$ cat src/rtl/clint_rtc.sv
// Core-local interruptor: msip, 64-bit mtimecmp and an RTC-driven 64-bit mtime on a one-cycle-latency bus.
// Optional macro CLINT_MTIME_WRITE_EN makes mtime writable; without it mtime only resets and ticks.
module clint_rtc #(
    parameter logic [31:0] CLINT_BASE = 32'h0200_0000,
    parameter logic [31:0] CLINT_TOP  = 32'h0200_C000,
    parameter int          RTC_DIV    = 4
) (
    input  logic        clock,
    input  logic        reset,
    input  logic        clint_valid,
    input  logic [31:0] clint_addr,
    input  logic [3:0]  clint_wstrb,
    input  logic [31:0] clint_wdata,
    output logic [31:0] clint_rdata,
    output logic        clint_ready,
    output logic        clint_msip,
    output logic        clint_mtip,
    output logic [63:0] clint_mtime
);

    localparam logic [7:0]  RTC_TERM       = 8'(2 * RTC_DIV + 1);
    localparam logic [31:0] OFF_MSIP       = 32'h0000_0000;
    localparam logic [31:0] OFF_MTIMECMP_L = 32'h0000_4000;
    localparam logic [31:0] OFF_MTIMECMP_H = 32'h0000_4004;
    localparam logic [31:0] OFF_MTIME_L    = 32'h0000_BFF8;
    localparam logic [31:0] OFF_MTIME_H    = 32'h0000_BFFC;

    logic [7:0]  r_rtcCnt;
    logic [63:0] r_mtime;
    logic [63:0] r_mtimecmp;
    logic        r_msip;
    logic        r_mtip;
    logic        r_ready;
    logic [31:0] r_rdata;

    logic        w_tick;
    logic        w_inRange;
    logic        w_wr;
    logic [31:0] w_offset;
    logic [31:0] w_rdMux;

    function automatic logic [31:0] mergeBytes(input logic [31:0] oldVal,
                                               input logic [31:0] newVal,
                                               input logic [3:0]  strb);
        logic [31:0] res;
        for (int b = 0; b < 4; b++) begin
            res[8*b +: 8] = strb[b] ? newVal[8*b +: 8] : oldVal[8*b +: 8];
        end
        return res;
    endfunction

    assign w_tick    = (r_rtcCnt == RTC_TERM);
    assign w_offset  = clint_addr - CLINT_BASE;
    assign w_inRange = (clint_addr >= CLINT_BASE) && (clint_addr < CLINT_TOP);
    assign w_wr      = clint_valid && w_inRange && (clint_wstrb != 4'h0);

    // Read data is taken from pre-write state so a write returns the old contents.
    always_comb begin
        w_rdMux = 32'h0;
        if (w_inRange) begin
            case (w_offset)
                OFF_MSIP:       w_rdMux = {31'h0, r_msip};
                OFF_MTIMECMP_L: w_rdMux = r_mtimecmp[31:0];
                OFF_MTIMECMP_H: w_rdMux = r_mtimecmp[63:32];
                OFF_MTIME_L:    w_rdMux = r_mtime[31:0];
                OFF_MTIME_H:    w_rdMux = r_mtime[63:32];
                default:        w_rdMux = 32'h0;
            endcase
        end
    end

    always_ff @(posedge clock) begin
        if (reset) begin
            r_rtcCnt   <= 8'h0;
            r_mtime    <= 64'h0;
            r_mtimecmp <= '1;
            r_msip     <= 1'b0;
            r_mtip     <= 1'b0;
            r_ready    <= 1'b0;
            r_rdata    <= 32'h0;
        end else begin
            r_rtcCnt <= w_tick ? 8'h0 : r_rtcCnt + 8'h1;
            r_ready  <= clint_valid;
            r_mtip   <= (r_mtime >= r_mtimecmp);
            if (clint_valid) begin
                r_rdata <= w_rdMux;
            end

            if (w_wr && (w_offset == OFF_MSIP) && clint_wstrb[0]) begin
                r_msip <= clint_wdata[0];
            end
            if (w_wr && (w_offset == OFF_MTIMECMP_L)) begin
                r_mtimecmp[31:0] <= mergeBytes(r_mtimecmp[31:0], clint_wdata, clint_wstrb);
            end
            if (w_wr && (w_offset == OFF_MTIMECMP_H)) begin
                r_mtimecmp[63:32] <= mergeBytes(r_mtimecmp[63:32], clint_wdata, clint_wstrb);
            end

`ifdef CLINT_MTIME_WRITE_EN
            // A software write to mtime overrides a coincident tick; that increment is dropped.
            if (w_wr && (w_offset == OFF_MTIME_L)) begin
                r_mtime[31:0] <= mergeBytes(r_mtime[31:0], clint_wdata, clint_wstrb);
            end else if (w_wr && (w_offset == OFF_MTIME_H)) begin
                r_mtime[63:32] <= mergeBytes(r_mtime[63:32], clint_wdata, clint_wstrb);
            end else if (w_tick) begin
                r_mtime <= r_mtime + 64'h1;
            end
`else
            if (w_tick) begin
                r_mtime <= r_mtime + 64'h1;
            end
`endif
        end
    end

    assign clint_rdata = r_rdata;
    assign clint_ready = r_ready;
    assign clint_msip  = r_msip;
    assign clint_mtip  = r_mtip;
    assign clint_mtime = r_mtime;

endmodule

$ cat config.mk
export PLATFORM = sky130hd
export DESIGN_NAME = clint_rtc
export DESIGN_NICKNAME = d
export VERILOG_FILES = /design/src/rtl/clint_rtc.sv
export SDC_FILE = /design/constraint.sdc
export NUM_CORES = 1
export LEC_CHECK = 0
export CAP_MARGIN = 10
export CORE_UTILIZATION = 57
export DETAILED_ROUTE_END_ITERATION = 16
export PLACE_DENSITY_LB_ADDON = 0.1
export REMOVE_ABC_BUFFERS = 1
export SYNTH_ARGS = -nofsm -noshare
export SYNTH_HDL_FRONTEND = slang
export SYNTH_SLANG_ARGS = --single-unit
$ cat constraint.sdc
create_clock -name clock -period 7.1 [get_ports clock]
set_input_delay 0.71 -clock clock [delete_from_list [all_inputs] [get_ports clock]]
set_output_delay 0.71 -clock clock [all_outputs]
set_load 0.01 [all_outputs]
==> summary.txt, run 1 <==
Max IR drop VDD = 0.1683 mV
first-pass GRT wire length = 40.05 mm
Post-Layout Cell Count = 1462
hold_sp = clint_rdata[5]
number of distinct library cells after synthesis = 54
IO buf count = 169
final setup vio count = 0
synthesized instance count = 1085
CTS Sinks = 171
R2R Path Start = r_rtcCnt[0]
Worst Path Required = 7440 ps
setup ws final = 3719 ps
Max-Cap Viols = 0
post-CTS resize count = 0
num rows = 46
RSZ-0062 raised after global routing = no
# diodes = 0
WL/cell = 17.06 µm
fin area = 0.01175 mm²
nets@finish = 1374
Rel. slew slack = 22.53%
pwr/cell area = 166.4 mW/mm²
Fmax = 295.8 MHz
CTS tree = yes
largest net degree at the start of global routing = 98
CP Launch Point = clint_addr[14]
hold path depth = 2
Slew @ Worst Pin = 1162 ps
Vias/cell = 5.728
Root Buffer = clkbuf_16
clock network latency to the later pin of the worst-skew pair = 430 ps
crit path DAT = 3720 ps
final hold violation count = 0
minimum clock period = 3381 ps
outcome = finished, final reports clean
GRT Total Usage = 30.43%
Area Growth Syn to Fin = 25.88%
startpoint types = input port
switching share of power = 21.43%
Placed Cells = 1432
setup TNS = 0 ps
DRT Pass-1 Iters = 5
post-synthesis sequential area ratio = 36.67%
IO Count = 170
sequential power share = 49.3%
Gate power share = 4.4%
internal cell power = 0.001536 W
H-tree depth = 4
hpwl dp = 17.58 mm
Syn Std Cell Area = 0.009336 mm²
CP max FO = 33
CTS clock-pin slew for the worst setup and hold paths = 60 ps
Placement Setup Slack = 3264 ps
max-slew violation count = 0
async set-reset flop share out of synthesis = 0%
metal3 WL = 1.208 mm
critical path capture point type = register
antenna violations before repair = 0
Cell Area, Placed = 0.01119 mm²
Post-synth EDFFs = 0
crit path kind = input port to register
total CTS buffers = 17
Detail Route Antenna Nets = 0
initial core utilization = 58.56%
Avg Inst Size Synth = 8.605 µm²
top layer reached by signal wires = met4
vias in the first global route = 8174
Hold Slack = 451.2 ps
Die Y = 130.0 µm
DRT iter0 DRCs = 571
Post-CTS Hold Buffers = 0
Pleak = 5.316 nW
Routed met2 length = 12.31 mm
type of the most critical hold path = register to register
final critical-path share of the clock period = 47.62%
Yosys Warn Count = 0
GP Congestion = 0.8101
via count = 8375
Clock Skew = 6.802 ps
#FFs+latches synth = 171
layout cells sized above 1 = 4.013%
wire length on met1 = 10.97 mm
die area = 0.01690 mm²
Core Region = 0.01594 mm²
DRC errors left = 0
clock buffer depth = 2
sw power = 0.0004190 W
Total Wirelength = 24.95 mm
reg-to-reg slack, setup = 4200 ps
prevailing post-synth register cell = dfxtp_1
Setup Buffers After CTS = 0
depth of the worst register-to-register path = 8
Die W = 130.0 µm
grt ovf = 0
clock power share = 46.3%
## worst paths after layout
path,to
max,clint_rdata[27]
min,clint_rdata[5]
max reg2reg,clint_mtime[61]
min reg2reg,clint_rdata[5]
## cell families (layout without fill, tap and decap cells)
kind of cell             after synthesis  after routing  share of synthesized area (%)
multiplexers                         100            100                          10.73
adder cells (fa/ha/maj)               68             68                          9.113
buffers and inverters                130            291                          5.253
flip-flops                           171            171                          36.67
AO/OA/AOI/OAI                        145            145                          10.02
AND/OR/NAND/NOR                      414            414                          22.86
XOR/XNOR                              57             57                          5.347
## synthesized netlist by cell type (3+ instances only)
cell type	count	area [µm²]
or4_1	3	22.52
o21a_1	5	37.54
a21o_1	6	45.04
xnor2_1	48	420.4
ha_1	68	850.8
nand3_1	39	195.2
and3_1	8	50.05
nor4_1	21	131.4
clkbuf_1	44	165.2
and2_1	3	18.77
inv_1	83	311.6
a21oi_1	37	185.2
dfxtp_1	171	3423
mux2i_1	99	991.0
nand4_1	22	137.6
nor2_1	112	420.4
xor2_1	9	78.83
nor3_1	27	135.1
nor2b_1	5	31.28
or3_1	10	62.56
o211ai_1	3	22.52
and4_1	8	70.07
nor4b_1	8	70.07
o21ai_0	47	235.2
a221oi_1	31	271.5
nand2b_1	68	425.4
nand2_1	67	251.5
## critical path, stage by stage
cell             delay (ps)
clkdlybuf4s50_1         530
nand3b_1                220
or4_1                   500
buf_4                   280
o21ai_0                 110
or4b_1                  980
o21ai_0                 360
## per-stage QoR
step           utilization (%)  power, W
4_1_cts                  73.72  0.001962
6_report                 73.72  0.001955
2_1_floorplan                -  0.001004
3_5_place_dp             70.19  0.001070
3_3_place_gp             70.19  0.001069
5_1_grt                  73.72  0.002007
## metal layers
layer	track usage, %	vias to the layer above
li1	-	4096
met1	36.96	3993
met2	53.82	244
met3	5.330	42
met4	11.08	0
met5	0	-
## placed cells by master (no fill, tap or decap), drive strengths merged, types with 37 or more instances in the layout
master / instances
a21oi: 37
clkdlybuf4s50: 167
dfxtp: 171
ha: 68
inv: 84
mux2i: 99
nand2: 67
nand2b: 68
nand3: 39
nor2: 112
o21ai: 48
xnor2: 48
## flip-flops by register name, summed over array words and instances, names as in the netlist
register / count
r_rtcCnt: 8
clint_msip: 1
clint_mtime: 64
clint_rdata: 32
r_mtimecmp: 64
clint_ready: 1
clint_mtip: 1
## cell type report
type                       instances  area [µm²]
multi-input combinational        784        5433
timing repair buffer             178        1752
clock buffer                      24       501.7
sequential                       171        3423
inverter                          83       311.5
fill                            1284        4190
clock inverter                     6       61.31
tap                              216       270.3
## power groups by stage
stage | clock, W | sequential, W | combinational [W]
6_report | 0.000906 | 0.000963 | 0.0000861
5_1_grt | 0.000953 | 0.000963 | 0.0000916
4_1_cts | 0.000913 | 0.000963 | 0.0000859
3_5_place_dp | 0 | 0.000985 | 0.0000851
3_3_place_gp | 0 | 0.000985 | 0.0000849
2_1_floorplan | 0 | 0.000984 | 0.0000199
No activity file was read; power rests on OpenSTA's default activity.
==> run 2, diff against run 1 <==
- CORE_UTILIZATION: 57 -> 53
- clock period: 7.1 -> 3.5 ns (I/O delays scaled with it)
==> summary.txt, run 2 (synthesized netlist as in run 1, its figures left out) <==
outcome = finished, final reports clean
grt ovf = 0
Max IR drop VDD = 0.3371 mV
Worst Path Required = 3860 ps
DRT Pass-1 Iters = 5
Root Buffer = clkbuf_16
DRC errors left = 0
initial core utilization = 54.17%
largest net degree at the start of global routing = 68
nets@finish = 1383
crit path DAT = 3040 ps
Reg area = 0.003423 mm²
Fmax = 372.6 MHz
Post-CTS Hold Buffers = 0
DRT iter0 DRCs = 526
via count = 8345
H-tree depth = 4
pwr/cell area = 334.0 mW/mm²
CP Launch Point = clint_mtime[6]
Area Growth Syn to Fin = 26.74%
max-slew violation count = 0
critical path, cell by cell = nand4_2 -> or3_1 -> or2_0 -> or4_4 -> or3_1 -> a21oi_1
Slew @ Worst Pin = 867.5 ps
Worst path max stage delay = 620 ps
Core Region = 0.01724 mm²
IO buf count = 169
minimum clock period = 2684 ps
most frequent cells in the layout = 171 x dfxtp_1, 167 x clkdlybuf4s50_1, 110 x nor2_1, 99 x mux2i_1, 83 x inv_1
multi-input gate area in the final layout = 0.005433 mm²
Rel. slew slack = 42.10%
Cell Area, Placed = 0.01127 mm²
critical path capture point type = register
sequential power share = 49.4%
internal cell power = 0.003052 W
final hold violation count = 0
switching share of power = 22.76%
type of the most critical hold path = input port to register
fill cell count = 1451
top cell family by delay on the critical path = simple AND/OR/NAND/NOR gates
CTS Sinks = 171
Max stage delay cell, worst path = or4_4
Placement Setup Slack = 651.0 ps
# diodes = 0
WL/cell = 17.24 µm
clock power share = 46.1%
R2R Path Start = clint_mtime[6]
RSZ-0062 raised after global routing = no
hpwl dp = 18.50 mm
Die W = 134.7 µm
Die Y = 134.7 µm
die area = 0.01815 mm²
GRT Total Usage = 28.74%
fin area = 0.01183 mm²
CTS tree = yes
commonest non-fill, non-tap cell in the layout = dfxtp_1
setup TNS = 0 ps
most frequent CP cell = or3_1
layout cells sized above 1 = 4.932%
post-CTS resize count = 0
total CTS buffers = 17
IO Count = 170
setup ws final = 816.5 ps
antenna violations before repair = 0
first-pass GRT wire length = 40.89 mm
CP max FO = 8
Clock Skew = 11.09 ps
Detail Route Antenna Nets = 0
startpoint types = register
final setup vio count = 0
CTS clock-pin slew for the worst setup and hold paths = 70 ps
Max-Cap Viols = 0
GP Congestion = 0.8863
Total Wirelength = 25.55 mm
crit path kind = register to register
Buffers & Inverters on Critical Path = 0
vias in the first global route = 7995
clock buffer depth = 2
Vias/cell = 5.631
sw power = 0.0008995 W
num rows = 48
final critical-path share of the clock period = 76.67%
Setup Buffers After CTS = 0
hold_sp = reset
clock network latency to the later pin of the worst-skew pair = 430 ps
Gate power share = 4.5%
Pleak = 5.341 nW
-- run 2: power by group through the flow --
stage	combinational (W)	clock, W	sequential [W]
global placement	0.000177	0	0.00200
CTS	0.000178	0.00184	0.00195
finish	0.000178	0.00182	0.00195
global route	0.000189	0.00192	0.00195
floorplan	0.0000403	0	0.00200
detailed placement	0.000177	0	0.00200
-- run 2: worst paths after layout --
check / endpoint / slack, ps / cells after the start
setup / recovery: clint_mtime[57] / 820 / 6
hold / removal: clint_mtime[13] / 330 / 2
setup reg to reg: clint_mtime[57] / 820 / 6
hold reg to reg: clint_rdata[30] / 450 / 2
-- run 2: area by class of cell --
class	count	area share, %
Inverter	83	2.633
Clock buffer	19	3.743
Clock inverter	13	1.026
Tap cell	225	2.379
Timing Repair Buffer	187	15.37
Multi-Input combinational cell	784	45.91
Sequential cell	171	28.93
-- run 2: metal layers --
layer  GRT usage, %  share of wire, %
met1          36.33                45
met2          48.63                48
met3          4.692               4.3
met4          11.74               2.7
met5              0                 0
-- run 2: per-stage QoR --
step | total power (W) | hold slack (ps) | std cells | utilization (%)
finish | 0.003952 | 332.4 | 1482 | 68.65
global route | 0.004065 | 336.9 | 1482 | 68.65
CTS | 0.003967 | 314.8 | 1482 | 68.65
detailed placement | 0.002174 | 441.6 | 1450 | 65.37
global placement | 0.002174 | 432.6 | 1450 | 65.37
floorplan | 0.002037 | 419.1 | 1038 | -
==> run 3, diff against run 2 <==
- clock period: 3.5 -> 2.6 ns (I/O delays scaled with it)
==> summary.txt, run 3 (synthesized netlist as in run 1, its figures left out) <==
outcome = finished, final reports clean
Worst Path Required = 2920 ps
DRT Pass-1 Iters = 5
Fmax = 404.4 MHz
grt ovf = 0
minimum clock period = 2473 ps
Post-Layout Cell Count = 1540
Post-CTS Hold Buffers = 0
Area Growth Syn to Fin = 32.47%
Design Power = 0.005578 W
Slew @ Worst Pin = 568.5 ps
GRT Total Usage = 29.17%
WL/cell = 17.01 µm
via count = 8695
CP max FO = 12
H-tree depth = 4
final hold violation count = 0
IO buf count = 169
Vias/cell = 5.646
initial core utilization = 54.17%
antenna violations before repair = 0
startpoint types = register
final setup vio count = 0
Max-Cap Viols = 0
Core Region = 0.01724 mm²
Die Y = 134.7 µm
total CTS buffers = 17
DRT iter0 DRCs = 460
DRC errors left = 0
first-pass GRT wire length = 41.53 mm
Detail Route Antenna Nets = 0
CTS tree = yes
vias in the first global route = 8293
Die W = 134.7 µm
layout cells sized above 1 = 9.202%
Pleak = 5.691 nW
num rows = 48
Placement Setup Slack = 116.0 ps
Root Buffer = clkbuf_16
Cell Area, Placed = 0.01173 mm²
GP Congestion = 0.8828
setup ws final = 126.9 ps
max-slew violation count = 0
type of the most critical hold path = input port to register
crit path kind = register to register
fin area = 0.01237 mm²
Placed Cells = 1508
CTS Sinks = 171
Setup Buffers After CTS = 0
largest net degree at the start of global routing = 52
IO Count = 170
pwr/cell area = 451.0 mW/mm²
CTS clock-pin slew for the worst setup and hold paths = 60 ps
Clock Skew = 6.109 ps
critical path capture point type = register
die area = 0.01815 mm²
most frequent cells in the layout = 171 x dfxtp_1, 167 x clkdlybuf4s50_1, 110 x nor2_1, 99 x mux2i_1, 83 x inv_1
Rel. slew slack = 62.10%
clock network latency to the later pin of the worst-skew pair = 430 ps
Total Wirelength = 26.19 mm
# diodes = 0
crit path DAT = 2790 ps
clock buffer depth = 2
Max IR drop VDD = 0.4431 mV
nets@finish = 1441
commonest non-fill, non-tap cell in the layout = dfxtp_1
hpwl dp = 19.21 mm
RSZ-0062 raised after global routing = no
final critical-path share of the clock period = 95.12%
run 3: cell count changes in the layout (fill, tap and decap cells not counted), moves of 2 or more:
cell	delta
buf_12	+2
buf_4	+56
clkbuf_8	+4
clkinvlp_4	-2
bufinv_16	+2
clkinv_4	-2
run 3: worst paths after layout:
check | cells past startpoint | slack [ps] | endpoint | from
worst min register to register | 2 | 450 | clint_rdata[18] | clint_rdata[18]
worst max-delay path | 8 | 130 | clint_mtime[56] | clint_mtime[1]
worst max register to register | 8 | 130 | clint_mtime[56] | clint_mtime[1]
worst min-delay path | 2 | 290 | clint_mtime[5] | reset
run 3: routing by layer:
metal | GRT usage (%) | up-vias | share of wire (%)
met1 | 36.24 | 4155 | 44
met5 | 0 | - | 0
met3 | 4.955 | 39 | 4.9
met2 | 51.43 | 262 | 50
met4 | 8.677 | 0 | 1.7
li1 | - | 4239 | -
run 3: critical path, stage by stage, from the launching register on:
cell and delay (ps):
dfxtp_1 470, ha_1 240, and3_1 170, nand4_1 210
or2_2 430, buf_4 210, nor4_1 410, xnor2_1 170
nor2_1 50
run 3: report_power, final:
part	switching (W)	internal, W
registers	0.00000443	0.00262
logic	0.000104	0.000143
clock network	0.00106	0.00164
run 3: timing repair:
action | in CTS | in global routing
gates resized for setup | 0 | 1
endpoints found under the setup margin | 0 | 1
hold endpoints to repair | 0 | 0
run 3: stage by stage:
stage          hold WS, ps  util, %  TNS, ps
2_1_floorplan        329.1        -   -73070
3_3_place_gp         433.7    68.05        0
3_5_place_dp         440.8    68.05        0
4_1_cts              286.4    71.72        0
5_1_grt              322.3    71.76        0
6_report             294.9    71.76        0
run 3: area by class of cell:
type / count / area [µm²]
Clock buffer: 23 / 498.0
Fill cell: 1408 / 4868
Sequential cell: 171 / 3423
Inverter: 83 / 311.5
Multi-Input combinational cell: 784 / 5439
Clock inverter: 9 / 135.1
Tap cell: 225 / 281.5
Timing Repair Buffer: 245 / 2280
